--- src/rtl/ds_arb_pkg.sv ---
// Shared types and sizing helpers for the downsample-channel frame arbiter.
package ds_arb_pkg;

  typedef enum logic [1:0] {
    IDLE  = 2'b00,
    PASS  = 2'b01,
    DRAIN = 2'b10
  } arb_state_e;

  // Input beats in one full-resolution frame.
  function automatic int in_beats(input int width, input int height);
    return width * height;
  endfunction

  // Output beats in one decimated frame (every even-x / even-y pixel).
  function automatic int out_beats(input int width, input int height);
    return (width / 2) * (height / 2);
  endfunction

  // Counter width for a counter that runs 0..limit-1; never narrower than 1 bit.
  function automatic int cnt_w(input int limit);
    return (limit > 1) ? $clog2(limit) : 1;
  endfunction

  // Width of a requester id.
  function automatic int id_w(input int num_req);
    return (num_req > 1) ? $clog2(num_req) : 1;
  endfunction

endpackage

--- src/rtl/ds_frame_arbiter_rr_pick.sv ---
// Combinational round-robin picker: first set request bit searching upward
// from last+1 with wrap-around. Usable by any shared-resource arbiter.
module ds_rr_pick #(
  parameter int NUM_REQ = 2,
  parameter int IDW     = 1
) (
  input  logic [NUM_REQ-1:0] req,
  input  logic [IDW-1:0]     last,
  output logic               hit,
  output logic [IDW-1:0]     id
);

  logic           lo_hit;
  logic [IDW-1:0] lo_id;
  logic           hi_hit;
  logic [IDW-1:0] hi_id;

  // Lowest requester overall, and lowest requester strictly above last;
  // the latter wins, the former is the wrap-around fallback.
  always_comb begin
    lo_hit = 1'b0;
    lo_id  = '0;
    hi_hit = 1'b0;
    hi_id  = '0;
    for (int i = NUM_REQ - 1; i >= 0; i--) begin
      if (req[i]) begin
        lo_hit = 1'b1;
        lo_id  = IDW'(i);
        if (IDW'(i) > last) begin
          hi_hit = 1'b1;
          hi_id  = IDW'(i);
        end
      end
    end
    hit = lo_hit;
    id  = hi_hit ? hi_id : lo_id;
  end

endmodule

--- src/rtl/ds_frame_arbiter.sv ---
// Frame-granular round-robin arbiter sharing one downsample channel between
// NUM_REQ sources. Optional per-source frame counters: DS_ARB_STATS_EN.
//
// state | meaning
// IDLE  | no frame owned; picking next source round-robin
// PASS  | granted source streams into the channel, channel output to sink
// DRAIN | all input beats taken; waiting for final decimated output beat
module ds_frame_arbiter
  import ds_arb_pkg::*;
#(
  parameter int NUM_REQ = 2,
  parameter int DATA_W  = 16,
  parameter int WIDTH   = 32,
  parameter int HEIGHT  = 32,
  localparam int IDW    = id_w(NUM_REQ)
) (
  input  logic                      CLK,
  input  logic                      RESETN,
  input  logic [NUM_REQ-1:0]        src_valid,
  input  logic [NUM_REQ*DATA_W-1:0] src_data,
  output logic [NUM_REQ-1:0]        src_ready,
  output logic                      ch_in_valid,
  output logic [DATA_W-1:0]         ch_in_data,
  input  logic                      ch_in_ready,
  input  logic                      ch_out_valid,
  input  logic [DATA_W-1:0]         ch_out_data,
  output logic                      ch_out_ready,
  output logic                      dst_valid,
  output logic [DATA_W-1:0]         dst_data,
  output logic [IDW-1:0]            dst_id,
  output logic                      dst_last,
  input  logic                      dst_ready,
  output logic                      busy
`ifdef DS_ARB_STATS_EN
  ,
  output logic [NUM_REQ*16-1:0]     frames_done
`endif
);

  localparam int IN_BEATS  = in_beats(WIDTH, HEIGHT);
  localparam int OUT_BEATS = out_beats(WIDTH, HEIGHT);
  localparam int IN_CW     = cnt_w(IN_BEATS);
  localparam int OUT_CW    = cnt_w(OUT_BEATS);
  localparam logic [IN_CW-1:0]  IN_LAST  = IN_CW'(IN_BEATS - 1);
  localparam logic [OUT_CW-1:0] OUT_LAST = OUT_CW'(OUT_BEATS - 1);

  arb_state_e        state_q, state_d;
  logic [IDW-1:0]    grant_q, grant_d;
  logic [IDW-1:0]    last_grant_q, last_grant_d;
  logic [IN_CW-1:0]  in_cnt_q, in_cnt_d;
  logic [OUT_CW-1:0] out_cnt_q, out_cnt_d;
  logic              out_done_q, out_done_d;

  logic              pick_hit;
  logic [IDW-1:0]    pick_id;
  logic              in_fire;
  logic              out_last;

  ds_rr_pick #(
    .NUM_REQ (NUM_REQ),
    .IDW     (IDW)
  ) u_pick (
    .req  (src_valid),
    .last (last_grant_q),
    .hit  (pick_hit),
    .id   (pick_id)
  );

  // Next-state, counters and all combinational pass-through paths.
  always_comb begin
    state_d      = state_q;
    grant_d      = grant_q;
    last_grant_d = last_grant_q;
    in_cnt_d     = in_cnt_q;
    out_cnt_d    = out_cnt_q;
    out_done_d   = out_done_q;
    src_ready    = '0;
    ch_in_valid  = 1'b0;
    ch_in_data   = '0;
    ch_out_ready = 1'b0;
    dst_valid    = 1'b0;
    dst_data     = '0;
    dst_id       = '0;
    dst_last     = 1'b0;
    in_fire      = 1'b0;
    out_last     = 1'b0;

    // Output path is live for the whole owned frame. The final decimated
    // pixel can leave the channel before the last raster pixel enters it,
    // so out_done remembers that and keeps out_cnt from running past the end.
    if (state_q != IDLE) begin
      dst_valid    = ch_out_valid;
      dst_data     = ch_out_data;
      ch_out_ready = dst_ready;
      dst_id       = grant_q;
      dst_last     = ch_out_valid & (out_cnt_q == OUT_LAST) & ~out_done_q;
      out_last     = dst_last & dst_ready;
      if (ch_out_valid && dst_ready && (out_cnt_q != OUT_LAST)) begin
        out_cnt_d = out_cnt_q + 1'b1;
      end
      if (out_last) begin
        out_done_d = 1'b1;
      end
    end

    case (state_q)
      IDLE: begin
        if (pick_hit) begin
          grant_d    = pick_id;
          in_cnt_d   = '0;
          out_cnt_d  = '0;
          out_done_d = 1'b0;
          state_d    = PASS;
        end
      end
      PASS: begin
        for (int i = 0; i < NUM_REQ; i++) begin
          if (grant_q == IDW'(i)) begin
            ch_in_valid  = src_valid[i];
            ch_in_data   = src_data[i*DATA_W +: DATA_W];
            src_ready[i] = ch_in_ready;
          end
        end
        in_fire = ch_in_valid & ch_in_ready;
        if (in_fire) begin
          if (in_cnt_q == IN_LAST) begin
            if (out_last || out_done_q) begin
              last_grant_d = grant_q;
              state_d      = IDLE;
            end else begin
              state_d = DRAIN;
            end
          end else begin
            in_cnt_d = in_cnt_q + 1'b1;
          end
        end
      end
      DRAIN: begin
        if (out_last) begin
          last_grant_d = grant_q;
          state_d      = IDLE;
        end
      end
      default: state_d = IDLE;
    endcase
  end

  assign busy = (state_q != IDLE);

  // State and counter registers; last_grant resets to the top id so source 0 wins first.
  always_ff @(posedge CLK or negedge RESETN) begin
    if (!RESETN) begin
      state_q      <= IDLE;
      grant_q      <= '0;
      last_grant_q <= IDW'(NUM_REQ - 1);
      in_cnt_q     <= '0;
      out_cnt_q    <= '0;
      out_done_q   <= 1'b0;
    end else begin
      state_q      <= state_d;
      grant_q      <= grant_d;
      last_grant_q <= last_grant_d;
      in_cnt_q     <= in_cnt_d;
      out_cnt_q    <= out_cnt_d;
      out_done_q   <= out_done_d;
    end
  end

`ifdef DS_ARB_STATS_EN
  logic [15:0] frames_q [NUM_REQ];
  logic [15:0] frames_d [NUM_REQ];

  // Per-source completed-frame count, bumped on that source's last output beat.
  always_comb begin
    for (int i = 0; i < NUM_REQ; i++) begin
      frames_d[i] = frames_q[i];
      if (out_last && (grant_q == IDW'(i))) begin
        frames_d[i] = frames_q[i] + 16'd1;
      end
    end
  end

  // Frame counter registers.
  always_ff @(posedge CLK or negedge RESETN) begin
    if (!RESETN) begin
      for (int i = 0; i < NUM_REQ; i++) begin
        frames_q[i] <= '0;
      end
    end else begin
      for (int i = 0; i < NUM_REQ; i++) begin
        frames_q[i] <= frames_d[i];
      end
    end
  end

  for (genvar g = 0; g < NUM_REQ; g++) begin : g_frames
    assign frames_done[g*16 +: 16] = frames_q[g];
  end
`endif

endmodule
--- config.mk ---
export PLATFORM = sky130hd
export DESIGN_NAME = ds_frame_arbiter
export DESIGN_NICKNAME = d
export VERILOG_FILES = /design/src/rtl/ds_arb_pkg.sv /design/src/rtl/ds_frame_arbiter_rr_pick.sv /design/src/rtl/ds_frame_arbiter.sv
export SDC_FILE = /design/constraint.sdc
export NUM_CORES = 1
export LEC_CHECK = 0
export ABC_CLOCK_PERIOD_IN_PS = 1900
export BUFFER_PORTS_ARGS = -buffer_cell sky130_fd_sc_hd__buf_2
export CAP_MARGIN = 40
export CORE_MARGIN = 4
export CORE_UTILIZATION = 40
export CTS_CLUSTER_SIZE = 16
export DETAILED_ROUTE_END_ITERATION = 10
export PLACE_DENSITY = 0.84
export SYNTH_ARGS = -nofsm -noshare
export SYNTH_HDL_FRONTEND = slang
export SYNTH_HIERARCHICAL = 1
export SYNTH_SLANG_ARGS = --single-unit
--- constraint.sdc ---
create_clock -name CLK -period 1.9 [get_ports CLK]
set_input_delay 0.19 -clock CLK [delete_from_list [all_inputs] [get_ports CLK]]
set_output_delay 0.19 -clock CLK [all_outputs]
set_load 0.02 [all_outputs]
* Word-level counts from Yosys, hierarchy flattened
Index checks and enable logic that the tools add are counted.
** Storage, ports and cells
- Bits in registers :: 23
- Input port bits :: 55
- Output and inout port bits :: 40
** Cells by class
- Add/subtract/negate cells :: 2
- Magnitude comparators :: 2
- Eq/ne operators :: 11
- Muxes and demuxes :: 47
- Bitwise operators :: 5
- Reductions and logical operators :: 11
** Operators by type and width (count)
- 16-bit two-way mux :: 3
- 8-bit two-way mux :: 4
- 10-bit two-way mux :: 3
- 1-bit two-way mux :: 28
- 10-bit one-hot mux with 2 select lines :: 1
- 2-bit two-way mux :: 6
- 2-bit inequality test (second input constant) :: 6
- 10-bit by 1-bit adder with 10-bit output (second input constant) :: 1
- 10-bit == test (second input constant) :: 1
- 8-bit by 1-bit adder with 8-bit output (second input constant) :: 1
- 8-bit == test (second input constant) :: 1
- 8-bit inequality test (second input constant) :: 1
- 4-bit AND reduction :: 2
- 2-bit one-hot mux with 3 select lines :: 1
- 2-bit nonzero test :: 3
- 5-bit AND reduction :: 1
- 1-bit bitwise AND :: 4
- 2-bit by 1-bit == test with 1-bit output (second input constant) :: 1
- 2-bit == test (second input constant) :: 1
- 1-bit greater-than comparator (first input constant) :: 2
- 1-bit logical AND :: 2
- 2-bit logical NOT :: 1
- 1-bit one-hot mux with 2 select lines :: 1
- 2-bit AND reduction :: 1
- other kinds (2) :: 2

* Logic depth before layout (Yosys ltp)
- Depth in word-level cells :: 10
- Gate-level depth with buffers :: 6
- Depth with buffers taken out :: 6

* Hierarchy
The synthesis kept the hierarchy.
** Modules (own cells, without submodules)
- ds_frame_arbiter :: instances 1, cells each 193, area an instance 1636.6 um^2
- ds_rr_pick :: instances 1, cells each 2, area an instance 13.8 um^2

* Worst setup path before layout
Ideal clock, no wire load.
- Kind :: register -> register
- Start point :: reg in_cnt_q[0]
- End point :: reg in_cnt_q[9]
- Arrival time :: 1596 ps
- Data required time :: 1822 ps
- Setup slack :: 226 ps
- Stages on the path, launching flop included :: 7
- Path buffers :: 0
- Cells stage by stage :: dfrtp_1 -> ha_1 -> nand3_1 -> or3_1 -> a21oi_4 -> or4b_1 -> a21oi_1
** On the way
- Longest elaborated chain between the ends :: 4
- Elaborated cells on any way between the ends :: 7
- Those cells by class :: add/sub (1); eq/ne (2); mux (3); reduce/logical (1)
** RTL lines
- start: declaration :: line ds_frame_arbiter.sv:50 : logic [IN_CW-1:0] in_cnt_q, in_cnt_d;
- start signal: assignment :: line ds_frame_arbiter.sv:163 : in_cnt_q <= in_cnt_d;
- 10-bit by 1-bit adder with 10-bit output :: line ds_frame_arbiter.sv:134 : in_cnt_d = in_cnt_q + 1'b1;
- 10-bit two-way mux :: line ds_frame_arbiter.sv:126 : if (in_cnt_q == IN_LAST) begin
- 10-bit two-way mux :: line ds_frame_arbiter.sv:125 : if (in_fire) begin
- 10-bit one-hot mux with 2 select lines :: line ds_frame_arbiter.sv:106 : case (state_q)
Several ways; a longest one is shown, not always the timed one. The select of a mux whose other input is x is not followed.
A chain may end at the register's enable or synchronous reset.

* Worst setup path after layout
- Start point :: reg in_cnt_q[0]
- End point :: reg in_cnt_q[4]
The elaborated chain is that of the path after synthesis.

==> reports/metrics.yaml <==
sta:
  max_slew.worst_pin.slew_ps: 582
  whs_ps: 251
  fin_skew_ps: 4.05
  setup_ws_ps: 97.5
  period_needed_ps: 1800
  timing_max_transition_violations_final: 0
  grt_setup_unrepaired: "no"
  setup_viol: 0
  hold_viol: 0
  post-route-period-util_pct: 94.9
  fin_tns_setup_ps: 0
  slew_headroom_pct: 61.2
  max_clock_freq_mhz: 555
yosys:
  synth_nets: 252
  ys_ff_latch: 23
  synth_top_area_share_pct: 33.4
  yosys-top-cells-area: "dfrtp_1 33%, mux2i_1 13%, and2_1 7.6%, nor2_1 6.1%, nand2_1 4.8%"
  ys.flop_type: "dfrtp_1"
  netlist_instances: 195
  synth.largest_area_cell: "dfrtp_1"
  yosysSeqAreaShare_pct: 35.0
  syn_area_mm2: 0.00165
  synth_edf_count: 0
  yosysWarnings: 6
  yosysUniqueCellTypes: 44
  synth_most_common_cell: "nor2_1"
  synth_common_cells: "27 x nor2_1, 22 x dfrtp_1, 22 x mux2i_1"
  syn_area_per_cell_um2: 8.46
  synthArstFlopShare_pct: 100
status:
  status: "finished, final reports clean"
worst_hold_path:
  hold_class: "input pin to flop"
finish:
  finish.instance_area_mm2: 0.00228
  final-seq-area_um2: 577
  n_fill_cell: 355
  drive_gt1_share_pct: 40.6
  fin_cells: 343
  multi_input_area_mm2: 0.00105
  antenna_cells: 0
  nNetsFinal: 351
  syn_to_final_growth_pct: 38.4
  fin_util_pct: 57.1
pwr:
  leakage_nw: 1.17
  irDropWorstVdd_uv: 384
  total_power_mw: 1.76
  power_density_mw_per_mm2: 770
setup_path:
  end_kind: "flop"
  critPathRequiredTime_ps: 2100
  crit_fanout: 5
  rrSetupSlack_ps: 100
  crit_arrival_ps: 2000
  startpoint_type: "flop"
  crit_type: "flop to flop"
clock_tree:
  clk_pin_slew_ps: 90
  htree_levels: 1
  cts_sinks: 23
  cts_tree: "done"
  cts_buffers: 3
  clock_latency_ps: 270
  ctsLongestPathBuffers: 2
  cts_root_buf: "clkbuf_8"
place:
  dp_slack_ps: 94.1
  portBuffers: 94
  placed_cell_area_mm2: 0.00219
  dp_hpwl_um: 3600
  place.gp.congestion: 0.866
  dp_cells: 336
global_routing:
  track_usage_pct: 17.7
  antenna_found_initial: 0
  grt_pass1_vias: 1777
  grt_max_degree: 24
  grt_pass1_wl_um: 7600
  grt_overflow: 0
route:
  drc: 0
  firstDrtPassIters: 4
  initialDrtViolationCount: 120
  wl_um: 4920
  detail_route.wl_per_cell_um: 14.4
  vias_per_cell: 5.21
  vias: 1787
  drtAntennaViolNets: 0
floorplanning:
  dieWidth_um: 72.2
  fp.coreArea_mm2: 0.00400
  die_h_um: 72.2
  io_pins: 95
  rows: 23
  start_util_pct: 41.3
  die_area_mm2: 0.00522
run:
  drv_cap: 0
==> sequential cells by signal, indices dropped and copies added, names as in the netlist <==
name,cells
last_grant_q,1
in_cnt_q,10
state_q,2
grant_q,1
out_cnt_q,8
out_done_q,1
==> area by class of cell <==
class,instances,area share [%]
clock buffers,3,1.81
clock inverters,1,0.329
inverters,1,0.164
multi-input cells,162,46.1
flip-flops and latches,23,25.2
well taps,50,2.74
repair buffers,103,23.7
==> layout by cell type (no fill, tap or decap), types with 2 or more instances in the layout <==
cell	count
a211oi_1	3
a21oi_1	7
a31oi_1	2
and2_1	20
and3_1	6
buf_2	94
buf_4	8
clkbuf_8	3
dfrtp_1	22
mux2i_1	22
nand2_1	21
nand2b_1	2
nand3_1	6
nand3_2	2
nand4_1	3
nor2_1	27
nor2b_1	2
o21ai_0	7
or3_1	3
xnor2_1	3
==> cells by family (layout without fill, tap and decap cells) <==
family                     Yosys count  after routing  share of synthesized area (%)
AOI/OAI and AO/OA                   28             29                           11.5
xor gates and xnor gates             3              3                           1.59
adders and majority gates            2              2                           1.52
buffers and inverters               11            108                           2.88
DFF                                 23             23                           35.0
muxes                               24             24                           14.9
and+or+nand+nor                    104            104                           32.7
==> path summary, 6_finish.rpt <==
kind | to | cells past startpoint | start
max in group asynchronous | last_grant_q | 2 | RESETN
min reg2reg | out_cnt_q[7] | 1 | out_cnt_q[7]
max reg2reg | in_cnt_q[4] | 6 | in_cnt_q[0]
max | in_cnt_q[4] | 6 | in_cnt_q[0]
min | out_done_q | 3 | dst_ready
min in group asynchronous | out_cnt_q[6] | 2 | RESETN
==> layer usage <==
layer / wire length, um / track usage [%] / vias to the layer above / share of wire [%]
li1: - / - / 884 / -
met1: 2040 / 22.3 / 817 / 41
met2: 2510 / 30.1 / 78 / 51
met3: 320 / 3.19 / 8 / 6.5
met4: 46 / 6.47 / 0 / 0.93
met5: 0 / 0 / - / 0
==> critical path, cell delays in order (launching register included) <==
cell and delay, ps:
dfrtp_1 410, ha_1 220, nand3_2 140, or3_4 450, a21oi_2 230, o21ai_0 140
a21oi_1 140
==> what timing repair did <==
action                                  CTS  global route
hold buffers                              1             0
endpoints found under the hold margin    22             0
buffers inserted                          0             1
endpoints found under the setup margin    0             9
resized for setup                         0             4
==> power breakdown <==
group | switching [mW] | total, mW | internal, mW
registers | 0.0900 | 0.659 | 0.569
logic | 0.455 | 0.782 | 0.327
clock network | 0.169 | 0.317 | 0.148
(Power assumes the default switching activity.)
